<file path="src/rtl/shift_regn_pkg.sv">
// rtl/shift_regn_pkg.sv - shared defaults and tap index helper for shift_regn
// Purpose: default parameter constants and the tap-to-stage mapping used by
//          shift_regn and anything that needs to know where its taps sit.
// Ports:   none (package)
package shift_regn_pkg;

   localparam int DEF_DATA_WIDTH  = 32;
   localparam int DEF_NUM_SHIFTS  = 32;
   localparam int DEF_NUM_TAPS    = 4;
   localparam int DEF_TAP_START   = 0;
   localparam int DEF_TAPS_STRIDE = 8;

   // Stage index observed by intermediate tap i.
   function automatic int tap_stage(input int tap_start, input int taps_stride, input int i);
      return tap_start + i * taps_stride;
   endfunction

endpackage

</file>
<file path="src/rtl/shift_regn.sv">
// rtl/shift_regn.sv - enabled multi-word shift register with stride taps
// Purpose: NUM_SHIFTS-deep pipeline of DATA_WIDTH words that advances one
//          stage per enabled clock; exposes the last stage and NUM_TAPS
//          evenly spaced intermediate stages.
// Ports:
//   sr_clk     in   clock, rising edge
//   sr_rst_b   in   asynchronous active-low reset, clears every stage
//   sr_en      in   shift enable
//   sr_data_i  in   word loaded into stage 0
//   sr_data_o  out  [0] = last stage, [1+i] = stage TAP_START+i*TAPS_STRIDE
module shift_regn
   import shift_regn_pkg::*;
#(
   parameter int DATA_WIDTH    = DEF_DATA_WIDTH,
   parameter int NUM_SHIFTS    = DEF_NUM_SHIFTS,
   parameter int NUM_TAPS      = DEF_NUM_TAPS,
   parameter int TAP_START     = DEF_TAP_START,
   parameter int TAPS_STRIDE   = DEF_TAPS_STRIDE,
   parameter int NUM_TOTAL_OUT = 1 + NUM_TAPS
) (
   input  logic                                      sr_clk,
   input  logic                                      sr_rst_b,
   input  logic                                      sr_en,
   input  logic [DATA_WIDTH-1:0]                     sr_data_i,
   output logic [NUM_TOTAL_OUT-1:0][DATA_WIDTH-1:0]  sr_data_o
);

   // Reject parameter sets whose taps would fall outside the pipeline.
   if (!(NUM_SHIFTS >= 1 && NUM_TAPS >= 1 && NUM_TOTAL_OUT == 1 + NUM_TAPS &&
         TAPS_STRIDE >= 1 &&
         TAP_START + (NUM_TAPS - 1) * TAPS_STRIDE <= NUM_SHIFTS - 1)) begin : g_param_check
      $error("shift_regn: illegal parameters NUM_SHIFTS=%0d NUM_TAPS=%0d NUM_TOTAL_OUT=%0d TAP_START=%0d TAPS_STRIDE=%0d",
             NUM_SHIFTS, NUM_TAPS, NUM_TOTAL_OUT, TAP_START, TAPS_STRIDE);
   end

   logic [NUM_SHIFTS-1:0][DATA_WIDTH-1:0] stage;

   // Per-stage copy loop rather than a concatenation so NUM_SHIFTS=1 needs
   // no special-cased slice.
   always_ff @(posedge sr_clk or negedge sr_rst_b) begin
      if (!sr_rst_b) begin
         stage <= '0;
      end else if (sr_en) begin
         stage[0] <= sr_data_i;
         for (int k = 1; k < NUM_SHIFTS; k++) begin
            stage[k] <= stage[k-1];
         end
      end
   end

   assign sr_data_o[0] = stage[NUM_SHIFTS-1];

   for (genvar i = 0; i < NUM_TAPS; i++) begin : g_tap
      localparam int TAP_IDX = tap_stage(TAP_START, TAPS_STRIDE, i);
      assign sr_data_o[1+i] = stage[TAP_IDX];
   end

endmodule

</file>
<file path="config.mk">
export PLATFORM = sky130hd
export DESIGN_NAME = shift_regn
export DESIGN_NICKNAME = d
export VERILOG_FILES = /design/src/rtl/shift_regn_pkg.sv /design/src/rtl/shift_regn.sv
export SDC_FILE = /design/constraint.sdc
export NUM_CORES = 1
export LEC_CHECK = 0
export ABC_AREA = 1
export CORE_AREA = 2 2 319 321
export CTS_BUF_LIST = sky130_fd_sc_hd__clkbuf_2 sky130_fd_sc_hd__clkbuf_4 sky130_fd_sc_hd__clkbuf_8
export DETAILED_ROUTE_END_ITERATION = 7
export DIE_AREA = 0 0 321 323
export PLACE_DENSITY = 0.66
export SLEW_MARGIN = 10
export SYNTH_ARGS = -nofsm -noshare
export SYNTH_HDL_FRONTEND = slang
export SYNTH_SLANG_ARGS = --single-unit
export TNS_END_PERCENT = 30
</file>
<file path="constraint.sdc">
create_clock -name sr_clk -period 0.8 [get_ports sr_clk]
set_input_delay 0.2 -clock sr_clk [delete_from_list [all_inputs] [get_ports sr_clk]]
set_output_delay 0.2 -clock sr_clk [all_outputs]
set_load 0.02 [all_outputs]
</file>
==> key figures, run 1 <==
Power
  – Maximum vdd drop: 1.61 mV
  – Pleak: 28.2 nW
  – P per Cell Area: 2590 mW/mm^2

Logic synthesis
  – Top cells by area, synth: dfrtp_1, nand2_1, buf_4
  – Mapped Cells: 4,484
  – Largest family of logic cells by synthesized area: simple AND/OR/NAND/NOR gates
  – Mux share of post-synthesis cell area: 0%
  – Post-synthesis compound-gate area fraction: 0%
  – Synth Cell Area: 0.0398 sq mm
  – Register bit total from synthesis: 1,024
  – Synth Area in Adders: 0%
  – Post-Synth Simple-Gate Area: 29.0%
  – Synth top area share: 64.5%
  – Area leader, netlist: dfrtp_1
  – Synth unique cells: 6
  – Register area share after synthesis: 64.5%
  – Xor/xnor cell area share of the yosys netlist: 0%
  – Mapped Nets: 4,519
  – Synth Area per Inst: 8.87 sq um
  – Syn. warnings: 0

Worst setup path
  – Critical path class: reg -> out
  – Crit path buf inv count: 1
  – Critical path capture point type: output pin
  – Crit-path leading delay family: flip-flops
  – Slowest cell on crit path: dfrtp_2
  – Required @ worst endpoint: 0.60 ns
  – Crit-path max cell delay: 0.45 ns
  – Critical path data arrival time: 1.43 ns
  – CP Launch Type: flip-flop
  – Worst path cell trace: buf_12
  – CP Max Fanout: 3

Layout
  – Leading cell types in the layout, fill and taps excluded: nand2_1, dfrtp_1, clkbuf_8, buf_4, buf_6
  – # nets final: 4,937
  – Design area: 0.0503 sq mm
  – Most frequent standard cell in the layout excluding fill and tap cells: nand2_1
  – Layout cells sized above 1: 18.3%
  – Area Overhead vs Synth: 26.5%
  – Non-filler instance count after layout: 6,338

Timing
  – PnR worst setup slack: -0.831 ns
  – Period Utilization, post-route: 204%
  – Max Clock Skew: 0.0396 ns
  – RSZ-0062 raised after global routing: true
  – Worst Tran Pin Value: 0.651 ns
  – Relative slew slack: 56.6%
  – Final setup violation count: 534
  – Slew Viols, Final: 0
  – Setup tns final: -191.28 ns
  – Tmin final: 1.63 ns
  – Final hold slack: -0.00492 ns
  – Final-report hold violation count: 1
  – Fmax achieved: 613 MHz

Placed design
  – Placed Area: 0.0445 sq mm
  – Port bufs: 194
  – Detailed placement HPWL: 55.5 mm
  – DP Cell Count: 5,871
  – GPL Wtd Cong: 0.790

CTS
  – CTS Sinks: 1,024
  – Number of CTS-inserted buffers: 168
  – Clk slew on worst S/H paths: 0.06 ns
  – Clock Tree Buf Depth: 3
  – CTS tree: built
  – H-tree depth: 4
  – Clock latency on the worst-skew pair: 0.83 ns
  – Root Buffer: clkbuf_8

Status
  – Violated checks: hold timing, setup timing
  – Outcome: finished with violations

Floorplan
  – Initial Util: 39.5%
  – Rows: 117
  – Die Y: 323 um
  – Die footprint: 0.104 sq mm
  – Die Wd: 321 um
  – I/O pins: 195
  – Core area: 0.101 sq mm

Route
  – Final wirelength: 87.4 mm
  – Vias: 28,492
  – Vias per std cell: 4.50
  – Drt pass-1 iters: 5
  – Post-route DRC violation count: 0
  – DRT antenna net count: 0
  – Routed WL per cell: 13.8 um
  – 1st-iter DRT viols: 1,925

GRT
  – Initial antenna violation count: 2
  – Global-route wire length before repair: 145 mm
  – Gr ovfl total: 0
  – Pin count of the biggest net entering global routing: 84
  – Number of global-route vias before repair: 28,407
  – Tot GR Track Use: 17.2%

Run
  – Max-Cap Viols: 0

Hold path
  – Hold/Removal Path Class: in -> reg
[logic make-up (layout without fill, tap and decap cells)]
kind of cell,after synthesis,in the layout
other,0,2
and+or+nand+nor,3072,3072
DFF,1024,1024
buffers and inverters,388,931
[Yosys cell counts]
cell and count:
buf_2 177, buf_4 175, buf_6 35, dfrtp_1 1024
inv_2 1, nand2_1 3072
[layer usage]
layer,wire length [um],track usage [%]
met2,43300,28.8
met1,38000,22.0
met4,2010,5.97
met5,0,0
met3,4040,3.92
[what timing repair did]
| item | CTS | global route |
|---|---|---|
| endpoints found under the hold margin | 1493 | 146 |
| pin swaps | 17 | 32 |
| gates resized for setup | 493 | 212 |
| setup endpoints to repair | 166 | 679 |
| hold buffers | 94 | 4 |
| buffers inserted | 11 | 62 |
[power by group]
group / total [mW] / switching [mW] / internal, mW
Combinational: 18.6 / 9.48 / 9.08
Sequential: 64.2 / 4.87 / 59.3
Clock: 47.5 / 20.6 / 27.0
Total: 130 / 34.9 / 95.4
[sequential cells by signal (all words and copies together) (netlist names)]
register,count
sr_data_o,160
stage,864
[path summary, 6_finish.rpt]
| path | slack [ns] | from | to | cells past startpoint |
|---|---|---|---|---|
| min reg2reg | 0.45 | stage[417] | stage[449] | 2 |
| max | -0.83 | sr_data_o[122] | sr_data_o[122] | 1 |
| min | -0.005 | sr_en | stage[645] | 5 |
| min in group asynchronous | 0.01 | sr_rst_b | stage[722] | 3 |
| max in group asynchronous | 0.25 | sr_rst_b | sr_data_o[32] | 4 |
| max reg2reg | -0.20 | sr_data_o[74] | stage[298] | 5 |
[stage by stage]
| step | hold WS [ns] | setup slack, ns | utilization [%] | power [mW] |
|---|---|---|---|---|
| detailed placement | 0.223 | -0.413 | 44.1 | 81.7 |
| finish | -0.00492 | -0.831 | 49.9 | 130 |
| floorplan | -0.0956 | -0.130 | - | 73.6 |
| global placement | 0.224 | -0.403 | 44.1 | 81.2 |
| global route | -0.0451 | -0.913 | 49.9 | 138 |
| CTS | -0.202 | -0.936 | 48.8 | 131 |
[cell type report]
type	instances	area [sq um]
multi-input cells	3072	11700
repair buffers	635	7620
well taps	1309	1640
clock inverters	22	200
flip-flops and latches	1024	25700
diodes	2	5.00
fillers	9248	50400
inverters	1	30.0
clock buffers	273	3380
[worst reg2reg max path, delay by kind of cell, from the launching register on]
kind | cells | cell delay (ns)
buffers and inverters | 3 | 0.34
DFF | 1 | 0.42
and+or+nand+nor | 2 | 0.09
No activity file was read; power rests on OpenSTA's default activity.
==> inputs of run 2 (changes only) <==
- CTS_CLUSTER_DIAMETER: not set -> 150
==> results of run 2 <==
Same layout as run 1: the final DEF is identical, and so are final timing and power.
==> inputs of run 3 (changes only) <==
- CORE_AREA: 2 2 319 321 -> 2 2 304 336
- DIE_AREA: 0 0 321 323 -> 0 0 306 338
==> run 3 against run 2 <==
  * The flow still finishes with violations (hold timing, setup timing)
  * Maximum frequency shrank 1.4%
  * Critical path depth is the same
  * Count of clock-buffer cells in the layout shrank 5
  * Die area shrank 0.25%
  * Largest power group unchanged
  * Cell count shrank 1.2%
  * Sequential cell count is the same
  * Design area shrank 1.9%
  * Hold slack lost 0.040 ns
==> key figures, run 3 (synthesis results as in run 1) <==
Status
  – Outcome: finished with violations
  – Violated checks: hold timing, setup timing

Worst setup path
  – Critical path class: reg -> out
  – Cells on worst reg2reg path: 5
  – Crit path buf inv count: 1
  – Slowest cell on crit path: dfrtp_2
  – Required @ worst endpoint: 0.60 ns
  – CP Max Fanout: 2
  – Critical path capture point type: output pin
  – Worst reg2reg endpoint: stage[820]
  – Crit-path leading delay family: flip-flops
  – Critical path data arrival time: 1.45 ns
  – Stages on the worst setup path: 1
  – R2R Setup Slk: -0.19 ns
  – Crit-path max cell delay: 0.47 ns
  – CP Launch Type: flip-flop
  – Worst path cell trace: buf_12
  – Worst r2r src: sr_data_o[148]

Layout
  – Final Util: 49.3%
  – Leading cell types in the layout, fill and taps excluded: nand2_1, dfrtp_1, clkbuf_8, buf_6, buf_4
  – Non-filler instance count after layout: 6,263
  – Layout cells sized above 1: 17.1%
  – Most frequent standard cell in the layout excluding fill and tap cells: nand2_1
  – Max reg flops: 864
  – # nets final: 4,872
  – Design area: 0.0493 sq mm
  – Area Overhead vs Synth: 24.1%
  – Reg with most FFs: stage
  – Layout filler cell count: 9,230

Route
  – Vias: 28,377
  – Routed WL per cell: 14.0 um
  – Vias per std cell: 4.53
  – Final wirelength: 88.0 mm
  – DRT antenna net count: 0
  – Drt pass-1 iters: 5
  – Post-route DRC violation count: 0
  – 1st-iter DRT viols: 2,041

Placed design
  – Pre-CTS WS: -0.450 ns
  – Detailed placement HPWL: 54.5 mm
  – Port bufs: 194
  – DP Cell Count: 5,810
  – Placed Area: 0.0437 sq mm
  – GPL Wtd Cong: 0.795

CTS
  – CTS Sinks: 1,024
  – CTS tree: built
  – H-tree depth: 4
  – Clk slew on worst S/H paths: 0.06 ns
  – Root Buffer: clkbuf_8
  – Clock latency on the worst-skew pair: 0.82 ns
  – Number of CTS-inserted buffers: 167
  – Clock Tree Buf Depth: 3

GRT
  – GR Util met2: 28.5%
  – Global-route wire length before repair: 145 mm
  – Met1 usage in global routing: 21.7%
  – Busiest grt layer: met2
  – Gr ovfl total: 0
  – Initial antenna violation count: 3
  – Number of global-route vias before repair: 28,404
  – Pin count of the biggest net entering global routing: 103
  – Tot GR Track Use: 17.2%
  – GR Layer Usage met3: 4.03%

Timing
  – PnR worst setup slack: -0.855 ns
  – Tmin final: 1.65 ns
  – Relative slew slack: 38.1%
  – Final hold slack: -0.0444 ns
  – Worst Tran Pin Value: 0.926 ns
  – Period Utilization, post-route: 207%
  – Fmax achieved: 604 MHz
  – Slew Viols, Final: 0
  – Setup tns final: -158.16 ns
  – Final-report hold violation count: 16
  – Max Clock Skew: 0.0392 ns
  – Final setup violation count: 298
  – RSZ-0062 raised after global routing: true

Floorplan
  – Core area: 0.100 sq mm
  – Die Wd: 306 um
  – Die Y: 338 um
  – Die footprint: 0.103 sq mm
  – Initial Util: 39.8%
  – I/O pins: 195
  – Rows: 122

Power
  – Cell internal pwr: 93.9 mW
  – Total power: 129 mW
  – P per Cell Area: 2610 mW/mm^2
  – Maximum vdd drop: 1.53 mV
  – Sw Ratio: 27.1%
  – Psw: 34.9 mW
  – Pleak: 27.8 nW
  – Clock Power Share: 36.2%
  – Register share of total power: 49.8%
  – Gate power share: 14.0%

Run
  – Max-Cap Viols: 0

Hold path
  – Hold/Removal Path Class: in -> async
## run 3: worst max-delay path by stage
stage                    from        endpoint  slack [ns]
2_1_floorplan           sr_en   sr_data_o[32]       -0.13
3_3_place_gp   sr_data_o[134]  sr_data_o[134]       -0.45
3_5_place_dp   sr_data_o[134]  sr_data_o[134]       -0.45
4_1_cts        sr_data_o[121]  sr_data_o[121]       -0.95
5_1_grt         sr_data_o[94]   sr_data_o[94]       -0.92
6_report        sr_data_o[10]   sr_data_o[10]       -0.85
## run 3: worst reg2reg max path, cell delays in order, from the launching register on
cell and delay, ns:
dfrtp_1 0.42, buf_6 0.13, buf_6 0.10, buf_6 0.11, nand2_2 0.07, nand2_2 0.05
## run 3: power by group through the flow
stage	clock (mW)	sequential [mW]	combinational (mW)
6_report	46.6	64.1	18.1
5_1_grt	50.4	65.0	20.3
4_1_cts	48.1	64.1	17.1
3_5_place_dp	0	64.8	16.3
3_3_place_gp	0	64.7	16.0
2_1_floorplan	0	63.2	10.4
## run 3: metal layers
layer / up-vias / routed length, um
li1: 14064 / -
met1: 13688 / 38400
met2: 465 / 42600
met3: 160 / 4040
met4: 0 / 2880
met5: - / 0
## run 3: what timing repair did
action,CTS,global route
buffers inserted,14,62
hold endpoints to repair,1325,47
setup endpoints to repair,169,551
hold buffers,79,7
pin swaps,12,19
gates resized for setup,509,184
cloned,0,1
## run 3: final cells by class
cell class                 count  area (sq um)  area share, %
multi-input combinational   3072         11700           23.7
antenna                        3          7.51         0.0152
timing repair buffer         571          6800           13.8
inverter                       1          30.0         0.0609
sequential                  1024         25700           52.1
tap                         1302          1630           3.30
clock buffer                 268          3260           6.62
clock inverter                22           220          0.446
